<file path="src/rtl/jamma_joy_scanner.sv">
// jamma_joy_scanner: time-multiplexes one shared active-low JAMMA joystick
// bus across NUM_PLAYERS players, debounces each player and flags changes.
// Ports:
//   clk_i          clock
//   rst_i          async active-high reset
//   enable_i       scan enable (low parks the scanner)
//   jjoy_i         shared active-low bus for the selected player
//   local_joy_i    on-board joystick, merged into player 0 only
//   jselect_o      registered player select to the external splitter
//   joy_out_o      debounced state, player p at [p*JOY_W +: JOY_W]
//   joy_changed_o  one-cycle pulse per player on a committed update
//   scan_done_o    one-cycle pulse when the last player is sampled
module jamma_joy_scanner #(
   parameter int NUM_PLAYERS   = 2,
   parameter int JOY_W         = 8,
   parameter int SETTLE_CYCLES = 4,
   parameter int DEBOUNCE      = 3,
   localparam int SEL_W = (NUM_PLAYERS > 2) ? $clog2(NUM_PLAYERS) : 1
) (
   input  logic                         clk_i,
   input  logic                         rst_i,
   input  logic                         enable_i,
   input  logic [JOY_W-1:0]             jjoy_i,
   input  logic [JOY_W-1:0]             local_joy_i,
   output logic [SEL_W-1:0]             jselect_o,
   output logic [NUM_PLAYERS*JOY_W-1:0] joy_out_o,
   output logic [NUM_PLAYERS-1:0]       joy_changed_o,
   output logic                         scan_done_o
);

   localparam logic [1:0] ST_IDLE   = 2'd0;
   localparam logic [1:0] ST_SETTLE = 2'd1;
   localparam logic [1:0] ST_SAMPLE = 2'd2;

   localparam logic [7:0]       SETTLE_LAST = 8'(SETTLE_CYCLES - 1);
   localparam logic [2:0]       DEB         = 3'(DEBOUNCE);
   localparam logic [SEL_W-1:0] SEL_LAST    = SEL_W'(NUM_PLAYERS - 1);

   logic [1:0]                   state_q, state_d;
   logic [7:0]                   settle_q, settle_d;
   logic [SEL_W-1:0]             sel_q, sel_d;
   logic [JOY_W-1:0]             cand_q [NUM_PLAYERS];
   logic [2:0]                   cnt_q  [NUM_PLAYERS];
   logic [NUM_PLAYERS*JOY_W-1:0] joy_q;
   logic [NUM_PLAYERS-1:0]       chg_q, chg_d;
   logic                         done_q, done_d;

   logic [JOY_W-1:0] samp;
   logic [JOY_W-1:0] cand_cur;
   logic [JOY_W-1:0] joy_cur;
   logic [2:0]       cnt_cur;
   logic [2:0]       cnt_new;
   logic             do_sample;
   logic             commit;

   // Scan sequencing: SETTLE waits for the splitter, SAMPLE is one clock.
   always_comb begin
      state_d   = state_q;
      settle_d  = settle_q;
      sel_d     = sel_q;
      do_sample = 1'b0;
      case (state_q)
         ST_IDLE: begin
            if (enable_i) begin
               state_d  = ST_SETTLE;
               settle_d = '0;
            end
         end
         ST_SETTLE: begin
            if (!enable_i) begin
               state_d  = ST_IDLE;
               settle_d = '0;
            end else if (settle_q == SETTLE_LAST) begin
               state_d  = ST_SAMPLE;
               settle_d = '0;
            end else begin
               settle_d = settle_q + 8'd1;
            end
         end
         ST_SAMPLE: begin
            // The sample always completes, even if enable just dropped.
            do_sample = 1'b1;
            settle_d  = '0;
            sel_d     = (sel_q == SEL_LAST) ? '0 : sel_q + SEL_W'(1);
            state_d   = enable_i ? ST_SETTLE : ST_IDLE;
         end
         default: begin
            state_d  = ST_IDLE;
            settle_d = '0;
         end
      endcase
   end

   // Debounce datapath for the currently selected player.
   always_comb begin
      samp = jjoy_i;
      if (sel_q == '0) samp = jjoy_i & local_joy_i;
      cand_cur = '1;
      cnt_cur  = '0;
      joy_cur  = '1;
      for (int p = 0; p < NUM_PLAYERS; p++) begin
         if (sel_q == SEL_W'(p)) begin
            cand_cur = cand_q[p];
            cnt_cur  = cnt_q[p];
            joy_cur  = joy_q[p*JOY_W +: JOY_W];
         end
      end
      if (samp != cand_cur)   cnt_new = 3'd1;
      else if (cnt_cur >= DEB) cnt_new = DEB;
      else                    cnt_new = cnt_cur + 3'd1;
      commit = do_sample && (cnt_new == DEB) && (samp != joy_cur);
      done_d = do_sample && (sel_q == SEL_LAST);
      chg_d  = '0;
      for (int p = 0; p < NUM_PLAYERS; p++) begin
         chg_d[p] = commit && (sel_q == SEL_W'(p));
      end
   end

   always_ff @(posedge clk_i or posedge rst_i) begin
      if (rst_i) begin
         state_q  <= ST_IDLE;
         settle_q <= '0;
         sel_q    <= '0;
         joy_q    <= '1;
         chg_q    <= '0;
         done_q   <= 1'b0;
         for (int p = 0; p < NUM_PLAYERS; p++) begin
            cand_q[p] <= '1;
            cnt_q[p]  <= '0;
         end
      end else begin
         state_q  <= state_d;
         settle_q <= settle_d;
         sel_q    <= sel_d;
         chg_q    <= chg_d;
         done_q   <= done_d;
         for (int p = 0; p < NUM_PLAYERS; p++) begin
            if (do_sample && (sel_q == SEL_W'(p))) begin
               cand_q[p] <= samp;
               cnt_q[p]  <= cnt_new;
               if (commit) joy_q[p*JOY_W +: JOY_W] <= samp;
            end
         end
      end
   end

   assign jselect_o     = sel_q;
   assign joy_out_o     = joy_q;
   assign joy_changed_o = chg_q;
   assign scan_done_o   = done_q;

endmodule

</file>
<file path="config.mk">
export PLATFORM = sky130hd
export DESIGN_NAME = jamma_joy_scanner
export DESIGN_NICKNAME = d
export VERILOG_FILES = /design/src/rtl/jamma_joy_scanner.sv
export SDC_FILE = /design/constraint.sdc
export NUM_CORES = 1
export LEC_CHECK = 0
export BUFFER_PORTS_ARGS = -buffer_cell sky130_fd_sc_hd__buf_2
export CORE_MARGIN = 2
export CORE_UTILIZATION = 55
export CTS_CLUSTER_SIZE = 16
export DETAILED_ROUTE_END_ITERATION = 8
export GPL_ROUTABILITY_DRIVEN = 0
export HOLD_SLACK_MARGIN = 0.15
export PLACE_DENSITY = 0.83
export SLEW_MARGIN = 0
export SYNTH_ARGS = -nofsm -noshare
export SYNTH_HDL_FRONTEND = slang
export SYNTH_SLANG_ARGS = --single-unit
</file>
<file path="constraint.sdc">
create_clock -name clk_i -period 7.25 [get_ports clk_i]
set_clock_uncertainty 0.1 [all_clocks]
set_input_delay 0.725 -clock clk_i [delete_from_list [all_inputs] [get_ports clk_i]]
set_output_delay 0.725 -clock clk_i [all_outputs]
set_load 0.05 [all_outputs]
</file>
-- Yosys cells after proc, flatten, opt, wreduce, memory -nomap -nowiden
Cells that the tools add are included.
Widths: inputs -> output; s select.
- register bits after elaboration: 52
- latch bits: 0
- memory bits (writable): 0
- bits in read-only memories: 0
- logic and storage cells: 52
- memories kept: 0
- add/subtract/negate cells: 3
- multiply operators: 0
- divide/modulo/power cells: 0
- $lt $le $gt $ge: 1
- equal/unequal tests: 8
- shift-type cells: 0
- muxes and demuxes: 17
- bitwise logic cells: 2
- reduce and logical (&&, ||, !) cells: 10
- operator list (kind ; count):
    $mux 8 ; 6
    $ne 8x8->1 ; 2
    $pmux 8 s2 ; 1
    $mux 3 ; 3
    $add 8x1->8 const B ; 1
    $and 8x8->8 ; 1
    $eq 8x2->1 const B ; 1
    $logic_and 1x1->1 ; 6
    $mux 2 ; 3
    $pmux 2 s3 ; 1
    $reduce_and 2->1 ; 3
    $add 3x1->3 const B ; 1
    $eq 3x2->1 const B ; 1
    $ge 3x2->1 const B ; 1
    $mux 1 ; 3
    $ne 3x3->1 const B ; 1
    $eq 2x1->1 const B ; 1
    $eq 2x2->1 const B ; 1
    $logic_not 2->1 ; 1
    $ne 2x2->1 const B ; 1
    $add 1x1->1 const B ; 1
    $not 1->1 ; 1

-- Longest topological paths before layout
- depth in word-level cells: 8
- mapped depth: 9
- gate-level depth less buffers: 8

-- Worst setup path before layout
Ideal clock, no wire load.
- path type: flip-flop to flip-flop
- from: register sel_q (netlist: jselect_o)
- to: register joy_q[0] (netlist: joy_out_o[0])
- library setup time: 75 ps
- data arrival time: 2828 ps
- required time: 7075 ps
- setup slack: 4247 ps
- cell stages (with the launch flop): 10
- path buffers: 1
- period minus slack after synthesis: 3003 ps
- path through: dfrtp_1 buf_6 mux2_2 ha_1 ha_1 nand2_1 o211ai_1 nand4_1 a2111oi_4 mux2i_1
- longest elaborated chain between the ends: 8
- elaborated cells between the ends (all ways): 16
- those cells by class: add/sub: 1; order compare: 1; eq/ne: 3; mux: 6; bitwise: 1; reduce/logical: 4
- ends and longest elaborated chain (what ; line ; source):
    from (decl) ; 41 ; logic [SEL_W-1:0] sel_q, sel_d;
    from (signal assigned) ; 134 ; sel_q <= sel_d;
    $mux 3 ; 102 ; if (sel_q == SEL_W'(p)) begin
    $add 3x1->3 / $ge 3x2->1 (equally long branches) ; 110, 109 ;
    $mux 3 ; 109 ; else if (cnt_cur >= DEB) cnt_new = DEB;
    $mux 3 ; 108 ; if (samp != cand_cur) cnt_new = 3'd1;
    $eq 3x2->1 ; 111 ; commit = do_sample && (cnt_new == DEB) && (samp != joy_cur);
    $logic_and 1x1->1 (2 in a row) ; 111 ;
    $reduce_and 2->1 (no line) ; n/a ;
    to (signal, indexed assignment) ; 141 ; if (commit) joy_q[p*JOY_W +: JOY_W] <= samp;
    to (decl) ; 44 ; logic [NUM_PLAYERS*JOY_W-1:0] joy_q;
Several ways; a longest one is shown, not always the timed one.
A chain may end at the register's enable or synchronous reset.

-- Worst setup path after layout
- from: register sel_q (netlist: jselect_o)
- to: register joy_q[3] (netlist: joy_out_o[3])
Same word-level chain as after synthesis.

==> key figures <==
Floorplanning
  – Starting Density: 57.1%
  – Total core area: 4750 um^2
  – Die area: 5520 um^2
  – Top Ports: 39
  – Placement Rows: 25
  – Die X: 74.3 um
  – Die height: 74.3 um

Cells and area
  – Area grow syn2layout: 11.5%
  – Inserted Diodes: 0
  – Nets@finish: 333
  – Design Area, Final: 3030 um^2
  – Share of layout cells above drive strength 1: 30.8%

STA
  – RSZ-0062 raised after global routing: no
  – Setup TNS: 0 ps
  – Fin crit share: 42.0%
  – Final Max Tran Viols: 0
  – Final hold violation count: 0
  – Slack of the critical path: 4200 ps
  – Least-Margin Pin Slew: 809 ps
  – WHS: 369 ps
  – Fmax: 328 MHz
  – Relative slew slack: 45.7%
  – Fin crit period: 3050 ps
  – Finish-stage setup viols: 0

Power and ir drop
  – Worst vdd ir: 0.000145 V
  – Clock network fraction of design power: 26.3%
  – Cell Pwr Density: 208 nW/um^2
  – Sw Pwr: 0.189 mW
  – Pleak: 1.43 nW
  – Sw frac: 30.1%
  – Sequential power share: 54.7%
  – Pint: 0.440 mW
  – Comb power frac: 19.0%

Critical path
  – Crit Path Category: reg -> reg
  – Critical Path RT: 7390 ps
  – Max Fanout on Critical Path: 9
  – Arrival time at the worst endpoint: 3190 ps
  – Crit start category: flip-flop
  – CP endpoint kind: flip-flop

Routing
  – Via count: 2100
  – Drt drc: 0
  – Detailed router's first-iteration violation count: 143
  – Drt wl/cell: 15.1 um
  – DRT Pass-1 Iters: 4
  – Routed Antenna Nets: 0
  – Vias per cell: 5.54
  – Final wirelength: 5730 um

Yosys
  – Async set or reset register ratio after synthesis: 100%
  – Synthesis warning total: 0
  – Netlist cell types: 43
  – Syn_area_per_cell: 9.77 um^2
  – Yosys reg bits: 52
  – Ys flop type: dfstp_2
  – EDFF count, synth: 0
  – Syn nets: 300
  – Mapped cell area: 2720 um^2
  – Synth area leaders: dfstp_2, dfrtp_1, nand2_1
  – Sequential fraction of the synthesis area: 49.4%
  – Area leader, netlist: dfstp_2
  – Gate count of the mapped netlist: 278
  – Share of the synthesized area in the top cell type: 31.0%

GRT
  – GRT Total Usage: 22.8%
  – Total congestion overflow: 0
  – First-pass GRT wire length: 9290 um
  – Largest net degree at the start of global routing: 53
  – Number of global-route vias before repair: 2028
  – Initial antenna violation count: 0

Clock tree
  – Setup Buffers After CTS: 0
  – Root buffer cell: clkbuf_8
  – # H-tree levels: 2
  – Hold_buf cts: 0
  – TritonCTS Sinks: 52
  – Max clock buf depth: 2
  – CTS tree: built
  – Gates resized, CTS repair: 0
  – Num CTS Buffers: 5
  – Worst-Skew Late Latency: 310 ps
  – Clock transition at path regs: 90 ps

Placement
  – HPWL after detailed placement: 4240 um
  – Setup slack at placement: 4210 ps
  – Port Buffers: 38
  – Placed Instance Area: 2940 um^2

Run
  – MaxCap Viol Count: 0

Run status
  – Status: finished, final reports clean

Worst hold path
  – Hold Path Class: reg -> reg
==> kinds of logic after synthesis <==
logic type	count (synthesis)	share of synthesized area (%)
buffers and inverters	28	4.24
XOR/XNOR	23	7.42
flip-flops	52	49.4
adder cells (fa/ha/maj)	3	1.38
AO/OA/AOI/OAI	51	11.7
AND/OR/NAND/NOR	102	18.2
multiplexers	19	7.60
==> layout make-up <==
type / instances / area [um^2]
fillers: 381 / 1730
flip-flops and latches: 52 / 1340
multi-input cells: 198 / 1260
repair buffers: 39 / 198
well taps: 67 / 83.8
clock buffers: 7 / 76.3
inverters: 15 / 56.3
clock inverters: 1 / 8.76
==> placed cells by master (no fill, tap or decap), drive strengths merged, types with 3 or more instances in the layout <==
master / count
nand2: 55
buf: 39
dfstp: 32
o21ai: 26
dfrtp: 20
inv: 15
xor2: 14
and3: 11
mux2: 10
xnor2: 9
mux2i: 9
a21oi: 9
nor2: 7
clkbuf: 7
nand4: 6
nand3: 5
nor4: 4
nand2b: 3
o22ai: 3
ha: 3
==> routing by layer <==
layer | GRT usage, % | vias to the layer above | part of all wire [%]
li1 | - | 1023 | -
met1 | 28.7 | 1021 | 46
met2 | 37.8 | 46 | 49
met3 | 5.69 | 10 | 3.2
met4 | 9.72 | 0 | 2.2
met5 | 0 | - | 0
==> flip-flops by register name, summed over array words and instances (netlist names) <==
name / cells
cand_q: 16
scan_done_o: 1
jselect_o: 1
settle_q: 8
cnt_q: 6
joy_changed_o: 2
joy_out_o: 16
state_q: 2
==> final timing paths <==
kind | startpoint | end | slack [ps] | cells past startpoint
max reg2reg | jselect_o | joy_out_o[3] | 4200 | 8
min | cand_q[4] | cand_q[4] | 370 | 2
min in group asynchronous | rst_i | settle_q[7] | 470 | 3
max | jselect_o | joy_out_o[3] | 4200 | 8
max in group asynchronous | rst_i | cnt_q[5] | 6160 | 3
min reg2reg | cand_q[4] | cand_q[4] | 370 | 2
==> power by group through the flow <==
stage          clock network (mW)  registers, mW  logic [mW]
6_report                    0.165          0.344       0.119
5_1_grt                     0.181          0.348       0.135
4_1_cts                     0.170          0.344       0.119
3_5_place_dp                    0          0.349       0.119
3_3_place_gp                    0          0.347       0.112
2_1_floorplan                   0          0.347      0.0902
==> through the flow <==
| stage | cells | utilization, % | power, mW |
|---|---|---|---|
| 2_1_floorplan | 278 | - | 0.437 |
| 3_3_place_gp | 371 | 61.8 | 0.459 |
| 3_5_place_dp | 371 | 61.8 | 0.468 |
| 4_1_cts | 379 | 63.6 | 0.634 |
| 5_1_grt | 379 | 63.7 | 0.664 |
| 6_report | 379 | 63.7 | 0.629 |
==> worst max-delay path, stage by stage (launching register included) <==
cell	delay [ps]
dfrtp_1	540
mux2_2	380
ha_1	200
ha_1	300
nand2_1	60
o211ai_1	210
nand4_1	180
a2111oi_4	720
mux2i_1	280
==> cells in the mapped netlist (all sizes together) (3+ instances only) <==
cell,n
nand2,55
dfstp,32
o21ai,26
dfrtp,20
inv,15
xor2,14
and3,11
clkbuf,10
mux2,10
a21oi,9
mux2i,9
xnor2,9
nor2,7
nand4,6
nand3,5
nor4,4
buf,3
ha,3
nand2b,3
o22ai,3
Note: power is estimated with default switching activity, not from simulation.
